[src/rtl/alu_mult_sequencer_pkg.sv]
// Shared constants for the multiply sequencer and the datapath ALU.
//   ALU op codes : ALU_NOP / ALU_OR / ALU_ADD (same codes the ALU decode uses)
//   state_t      : 2-bit sequencer state encoding
package alu_mult_sequencer_pkg;

  localparam logic [3:0] ALU_NOP = 4'b0000;
  localparam logic [3:0] ALU_OR  = 4'b0001;
  localparam logic [3:0] ALU_ADD = 4'b0011;

  typedef enum logic [1:0] {
    IDLE  = 2'd0,
    CHECK = 2'd1,
    ACC   = 2'd2,
    DONE  = 2'd3
  } state_t;

endpackage

[src/rtl/alu_mult_sequencer.sv]
// Shift-and-add unsigned multiplier that borrows the datapath ALU for its
// additions and its "multiplier exhausted" test. Returns the low WIDTH bits.
// Ports:
//   clk, reset                 clock, synchronous active-high reset
//   start_i                    request, honoured only in IDLE
//   multiplicand_i/multiplier_i operands captured on accepted start
//   busy_o                     high while iterating (CHECK/ACC)
//   done_o                     one-cycle pulse when product_o becomes valid
//   product_o                  registered product, held until next DONE
//   alu_operation_o/alu_a_o/alu_b_o  request to the combinational ALU
//   alu_data_i/alu_zero_i      ALU result and zero flag
module alu_mult_sequencer
  import alu_mult_sequencer_pkg::*;
#(
  parameter int WIDTH = 32,
  parameter int CNT_W = 5
) (
  input  logic             clk,
  input  logic             reset,
  input  logic             start_i,
  input  logic [WIDTH-1:0] multiplicand_i,
  input  logic [WIDTH-1:0] multiplier_i,
  output logic             busy_o,
  output logic             done_o,
  output logic [WIDTH-1:0] product_o,
  output logic [3:0]       alu_operation_o,
  output logic [WIDTH-1:0] alu_a_o,
  output logic [WIDTH-1:0] alu_b_o,
  input  logic [WIDTH-1:0] alu_data_i,
  input  logic             alu_zero_i
);

  state_t            state, state_nxt;
  logic [WIDTH-1:0]  acc, mcand, mplier;
  logic [CNT_W-1:0]  bit_cnt;
  logic              last_bit;

  assign last_bit = (bit_cnt == CNT_W'(WIDTH-1));

  always_ff @(posedge clk) begin
    if (reset) begin
      state     <= IDLE;
      acc       <= '0;
      mcand     <= '0;
      mplier    <= '0;
      bit_cnt   <= '0;
      product_o <= '0;
    end else begin
      state <= state_nxt;
      case (state)
        IDLE: if (start_i) begin
          mcand   <= multiplicand_i;
          mplier  <= multiplier_i;
          acc     <= '0;
          bit_cnt <= '0;
        end
        // Early exit: remaining multiplier bits are all zero, acc is final.
        CHECK: if (alu_zero_i) product_o <= acc;
        ACC: begin
          acc     <= alu_data_i;
          mcand   <= mcand << 1;
          mplier  <= mplier >> 1;
          bit_cnt <= bit_cnt + 1'b1;
          // Final bit: the sum being written to acc is the product, so
          // capture it now so product_o is valid alongside done_o.
          if (last_bit) product_o <= alu_data_i;
        end
        default: ;
      endcase
    end
  end

  always_comb begin
    state_nxt       = state;
    busy_o          = 1'b0;
    done_o          = 1'b0;
    alu_operation_o = ALU_NOP;
    alu_a_o         = '0;
    alu_b_o         = '0;
    case (state)
      IDLE:  if (start_i) state_nxt = CHECK;
      CHECK: begin
        busy_o          = 1'b1;
        alu_operation_o = ALU_OR;
        alu_a_o         = mplier;
        state_nxt       = alu_zero_i ? DONE : ACC;
      end
      ACC: begin
        busy_o          = 1'b1;
        alu_operation_o = ALU_ADD;
        alu_a_o         = acc;
        alu_b_o         = mplier[0] ? mcand : '0;
        state_nxt       = last_bit ? DONE : CHECK;
      end
      DONE: begin
        done_o    = 1'b1;
        state_nxt = IDLE;
      end
      default: state_nxt = IDLE;
    endcase
  end

endmodule

[config.mk]
export PLATFORM = sky130hd
export DESIGN_NAME = alu_mult_sequencer
export DESIGN_NICKNAME = d
export VERILOG_FILES = /design/src/rtl/alu_mult_sequencer_pkg.sv /design/src/rtl/alu_mult_sequencer.sv
export SDC_FILE = /design/constraint.sdc
export NUM_CORES = 1
export LEC_CHECK = 0
export CAP_MARGIN = 5
export CORE_MARGIN = 2
export CORE_UTILIZATION = 50
export CTS_CLUSTER_SIZE = 25
export DETAILED_ROUTE_END_ITERATION = 7
export PLACE_DENSITY_LB_ADDON = 0.2
export REMOVE_ABC_BUFFERS = 1
export SLEW_MARGIN = 20
export SYNTH_ARGS = -nofsm -noshare
export SYNTH_HDL_FRONTEND = slang
export SYNTH_SLANG_ARGS = --single-unit
[constraint.sdc]
create_clock -name clk -period 4.8 [get_ports clk]
set_clock_uncertainty 0.1 [all_clocks]
set_input_delay 0.96 -clock clk [delete_from_list [all_inputs] [get_ports clk]]
set_output_delay 0.96 -clock clk [all_outputs]
set_load 0.01 [all_outputs]
==> results of run 1 <==
-- worst min path at each step --
stage | endpoint | slack (ns) | depth (start not counted)
final | mcand[0] | 0.37 | 2
after global placement | mcand[0] | 0.35 | 2
after detailed placement | mplier[31] | 0.36 | 2
after global routing | mplier[31] | 0.39 | 2
after CTS | mcand[0] | 0.38 | 2
after floorplan | mcand[0] | 0.33 | 2
-- cells by family (layout without fill, tap and decap cells) --
| family | count (synthesis) | in the layout | share of synthesized area (%) |
|---|---|---|---|
| other | 1 | 2 | 0.05430 |
| multiplexers | 97 | 97 | 14.15 |
| adder cells (fa/ha/maj) | 6 | 6 | 1.087 |
| flip-flops | 135 | 135 | 39.13 |
| buffers and inverters | 86 | 243 | 6.576 |
| AO/OA/AOI/OAI | 203 | 203 | 26.32 |
| AND/OR/NAND/NOR | 180 | 180 | 12.68 |
-- flip-flops by register name, summed over array words and instances (netlist names) --
signal and cells:
acc 32, bit_cnt 5, mcand 32, mplier 32, product_o 32, state 2
-- cell usage in the layout, fill, tap and decap left out, drive strengths merged --
master | Yosys | final
clkdlybuf4s50 | 0 | 198
dfxtp | 135 | 135
nor2 | 96 | 96
mux2i | 95 | 95
a211oi | 95 | 95
a21oi | 39 | 39
nor2b | 34 | 34
a32oi | 34 | 34
and3 | 33 | 33
a22oi | 32 | 32
clkbuf | 43 | 19
buf | 40 | 10
bufinv | 0 | 7
ha | 6 | 6
nand2 | 5 | 5
nand3 | 5 | 5
clkinv | 0 | 4
inv | 3 | 3
nand2b | 2 | 2
mux2 | 2 | 2
nand3b | 2 | 2
conb | 1 | 2
clkinvlp | 0 | 2
and2 | 1 | 1
or4b | 1 | 1
a31oi | 1 | 1
o31ai | 1 | 1
a21o | 1 | 1
or2 | 1 | 1
-- where the power goes --
group	internal [mW]	total (mW)	switching, mW	leakage, nW
clock	1.05	1.54	0.487	0.339
sequential	1.37	1.56	0.190	1.11
combinational	0.766	1.72	0.951	1.75
total	3.18	4.81	1.63	3.19
-- per-layer routing --
layer / up-vias / wire length [um]
li1: 2916 / -
met3: 38 / 1535
met1: 2899 / 7999
met5: - / 0
met2: 222 / 9055
met4: 0 / 447
-- layout make-up --
class / instances / area (um2)
multi-input combinational: 488 / 3787
tap: 176 / 220.2
clock inverter: 13 / 249.0
fill: 1017 / 3826
clock buffer: 19 / 452.9
sequential: 135 / 2703
timing repair buffer: 208 / 2098
inverter: 3 / 11.26
-- per-stage QoR --
stage | setup TNS [ns] | setup slack [ns] | power, mW
floorplan | -606.10 | -4.304 | 2.669
global placement | 0 | 1.424 | 3.225
detailed placement | 0 | 1.386 | 3.282
CTS | 0 | 0.9004 | 4.837
global route | 0 | 0.7609 | 5.058
finish | 0 | 0.9442 | 4.811
-- critical path: cells and delay by family, from the launching register on --
family	cells	cell delay [ns]
simple gates	1	0.27
flops	1	0.41
buf+inv	2	0.68
fa+ha+maj	1	1.00
==> metrics.txt, run 1 <==
post-CTS resize count 0; vias per inst between 5 and 6; CP Launch Type flop; YS warnings 0; Worst VDD drop slightly above 300 uV; reg2reg start state[0]; Worst setup startpoint state[0]; global-route wire length before repair ~30000 um; Final Cycle Share about 80%; sequential fraction of the synthesis area between 30% and 40%; crit path time final 3.856 ns; critical path capture point type output port; initial DRC count ~370; Syn Inst Count roughly 710; Synth top area share between 30 and 40%; most numerous cell in the Yosys netlist dfxtp_1; max_cap viols 0; TritonCTS clock tree yes; Die H about 120 um; drt wl/cell roughly 18 um; design area 0.009522 mm2; Final ANT Viol Nets 0; number of global-route vias before repair between 5000 and 6000; Clk Latency, worst-skew pair 0.43 ns; placed cell areas between 0.008 and 0.009 mm2; clock slew at reported path FFs about 0.060 ns; final setup violating endpoints 0; GRT met2 Usage between 40 and 50%; Avg Cell Area, Syn about 9.8 um2; diode count 0; Worst EP required ~3.7 ns; global route overflow 0; Critical Path AT between 2 and 3 ns; Async SR Flop Fraction 0%; initial antenna violation count 0; worst hold margin 0.3740 ns; Worst R2R Path Depth 6; crit path to alu_a_o[9]; leakage roughly 3.2 nW; crit-path cells inv_1 > ha_1 > nor2b_1 > clkdlybuf4s50_1; All-Layer GR Usage around 26%; ratio of cells with drive above 1 in the final layout between 10% and 20%; count of different cell masters after synthesis 31; Layout area overhead 37.86%; Main synth FF type dfxtp_1; cts hold-fix bufs 0; Setup Crit Path Kind reg2out; Synth Cell Area a little under 0.007 mm2; Worst path slowest cell ha_1; non-filler cells in the finished layout ~1000; CTS HTree Levels 4; GPL Wtd Cong 0.7689; max incr delay on CP 1.00 ns; I/O pin cnt just over 200; TritonCTS Sinks about 140; final hold violation count 0; Max transition margin a little under a quarter; Hold Path Class reg2reg; Slew @ Worst Pin 1.146 ns; GR Util met1 between 30% and 40%; GRT Max-Usage Layer met2; FF-to-FF End product_o[26]; FP Rows 42; Slew Viols, Final 0; area leader, netlist dfxtp_1; largest net degree at the start of global routing 120; hold_sp mcand[0]; synthesized flop and latch total roughly 140; Clock Path Buffers 2; Post CTS Setup Buffer Count 0; die area 0.01477 mm2; Num CTS Buffers 17; Die Wd approximately 120 um; Starting Density around half; Cells after DPL 1010; final core utilization between 70% and 80%; area of the core about 0.013 mm2; vias after detailed routing around 6000; layout net count ~960; CP max FO 34; Detailed Place HPWL 11910 um; f_max between 200 and 300 MHz; status complete, no violations; power per cell area just over 500 mW/mm2; drt first pass iters 5; number of synthesized flops with an enable pin 0; flop2flop setup slack ~1.7 ns; # DRC 0; total wire length 19040 um; CTS root buf clkbuf_16; RSZ-0062 raised after global routing false; Commonest cells post-synth dfxtp_1, nor2_1, mux2i_1; met3 usage roughly 8.1%; Port-buffer cells 199; top cells by area, synth dfxtp_1, mux2i_1, a211oi_2
(Power assumes the default switching activity.)
==> run 2, diff against run 1 <==
Settings changed: CORE_UTILIZATION 50 to 43.
Clock period 4.8 ns to 3.3 ns, I/O delays scaled along.
==> run 2 against run 1 <==
Effect of this change: flip-flop and latch count unchanged; critical endpoint is now alu_a_o[0]; core utilization down 9.9 points; largest power group unchanged; final cell count grew 5.4%.
==> metrics.txt, run 2 (same netlist as run 1, synthesis figures left out) <==
Final ANT Viol Nets 0 (unchanged); initial antenna violation count 0 (unchanged); Final Cycle Share 95.73%; Slew @ Worst Pin 0.8708 ns (-0.2756 ns); Clock Path Buffers 2 (unchanged); final setup TNS 0 ns (unchanged); crit-path cells inv_1 > ha_1 > buf_12 > nor2b_1 > clkdlybuf4s50_1; CTS HTree Levels 4 (unchanged); I/O pin cnt 202 (unchanged); final core utilization 61.45% (-9.9 points); FP Rows 46 (+9.5%); reg2reg start state[0]; Critical Path AT 2.40 ns (-0.40 ns); Starting Density 43.80% (-7.9 points); GPL Wtd Cong 0.8237 (+7.1%); TritonCTS clock tree yes; clock slew at reported path FFs 0.06 ns (about the same); Die Wd 130.7 um (+7.6%); post-CTS resize count 0 (unchanged); global route overflow 0 (unchanged); Reg area 0.002703 mm2 (unchanged); global-route wire length before repair 31150 um (+3.4%); final setup violating endpoints 0 (unchanged); ratio of cells with drive above 1 in the final layout 15.31% (+1.3 points); Die H 130.7 um (+7.6%); Worst VDD drop 348.4 uV (+15%); worst hold margin 0.3845 ns (+0.01050 ns); commonest non-fill, non-tap cell in the layout clkdlybuf4s50_1; status complete, no violations; Detailed Place HPWL 13270 um (+11%); Layout fillers 1350 (+33%); RSZ-0062 raised after global routing false; largest net degree at the start of global routing 79 (-34%); Worst path slowest cell clkdlybuf4s50_1; Worst EP required 2.54 ns (-1.20 ns); area of the multi-input gates 0.003785 mm2 (about the same); max incr delay on CP 0.56 ns (-0.44 ns); Total Power 6.843 mW (+42%); crit path time final about 3.2 ns; diode count 0 (unchanged); number of global-route vias before repair 5979 (-0.050%); Port-buffer cells 199 (unchanged); cts hold-fix bufs 0 (unchanged); layout net count 976 (+1.8%); Clk Latency, worst-skew pair 0.41 ns (-0.02 ns); # DRC 0 (unchanged); Max transition margin 41.87% (+18 points); initial DRC count 315 (-14%); Setup Crit Path Kind reg2out; CTS root buf clkbuf_16; drt first pass iters 5 (unchanged); vias after detailed routing 6063 (-0.20%); All-Layer GR Usage 23.20% (-2.6 points); vias per inst 5.522 (-5.3%); CP Launch Type flop; f_max 316.6 MHz; Num CTS Buffers 17 (unchanged); Worst setup startpoint state[0]; drt wl/cell 18.15 um (-0.67%); max_cap viols 0 (unchanged); hold_sp mcand[0]; most frequent cells in the layout clkdlybuf4s50_1, dfxtp_1, nor2_1; leakage 3.260 nW (+2.1%); critical path capture point type output port; Hold Path Class reg2reg; CP max FO 29 (-15%); Layout area overhead 40.31%; total wire length 19930 um (+4.7%); final hold violation count 0 (unchanged); TritonCTS Sinks 135 (unchanged); area of the core 0.01577 mm2 (+18%); die area 0.01709 mm2 (+16%); power per cell area 706.1 mW/mm2 (+40%); Slew Viols, Final 0 (unchanged)
==> run 2: path summary, 6_finish.rpt <==
check               end  depth (start not counted)  slack [ns]
max          alu_a_o[0]                          5        0.14
min            mcand[0]                          2        0.38
max reg2reg   mplier[6]                          8        0.78
min reg2reg    mcand[0]                          2        0.38
==> run 2: timing repair <==
item,in CTS,in global routing
setup endpoints to repair,0,9
setup buffers,0,1
endpoints found under the hold margin,0,0
==> run 2: final cells by class <==
type / count / area share (%)
Clock buffer: 25 / 5.423
Inverter: 3 / 0.1162
Tap cell: 216 / 2.789
Multi-Input combinational cell: 488 / 39.06
Timing Repair Buffer: 225 / 23.82
Clock inverter: 6 / 0.9038
Sequential cell: 135 / 27.89
==> run 2: worst max-delay path, delay by kind of cell, from the launching register on <==
kind | cells | cell delay, ns
AND/OR/NAND/NOR | 1 | 0.19
adder cells (fa/ha/maj) | 1 | 0.46
buffers and inverters | 3 | 0.91
flip-flops | 1 | 0.42
==> run 2: through the flow <==
| stage | setup slack (ns) | std cells | area [um2] |
|---|---|---|---|
| floorplan | -5.804 | 626 | 6467 |
| global placement | 0.5825 | 1066 | 9062 |
| detailed placement | 0.5520 | 1066 | 9062 |
| CTS | 0.08565 | 1097 | 9676 |
| global route | 0.02709 | 1098 | 9691 |
| finish | 0.1410 | 1098 | 9691 |
==> run 2: power breakdown <==
| group | leakage [nW] | switching, mW | total (mW) | internal (mW) |
|---|---|---|---|---|
| Clock | 0.294 | 0.692 | 1.94 | 1.25 |
| Combinational | 1.86 | 1.42 | 2.65 | 1.23 |
| Sequential | 1.11 | 0.267 | 2.25 | 1.99 |
==> run 2: routing by layer <==
metal | GRT usage [%] | up-vias | share of wire [%]
met2 | 37.59 | 222 | 47
met1 | 29.80 | 2882 | 45
met3 | 6.311 | 18 | 7.3
met5 | 0 | - | 0
li1 | - | 2941 | -
met4 | 8.385 | 0 | 1.1
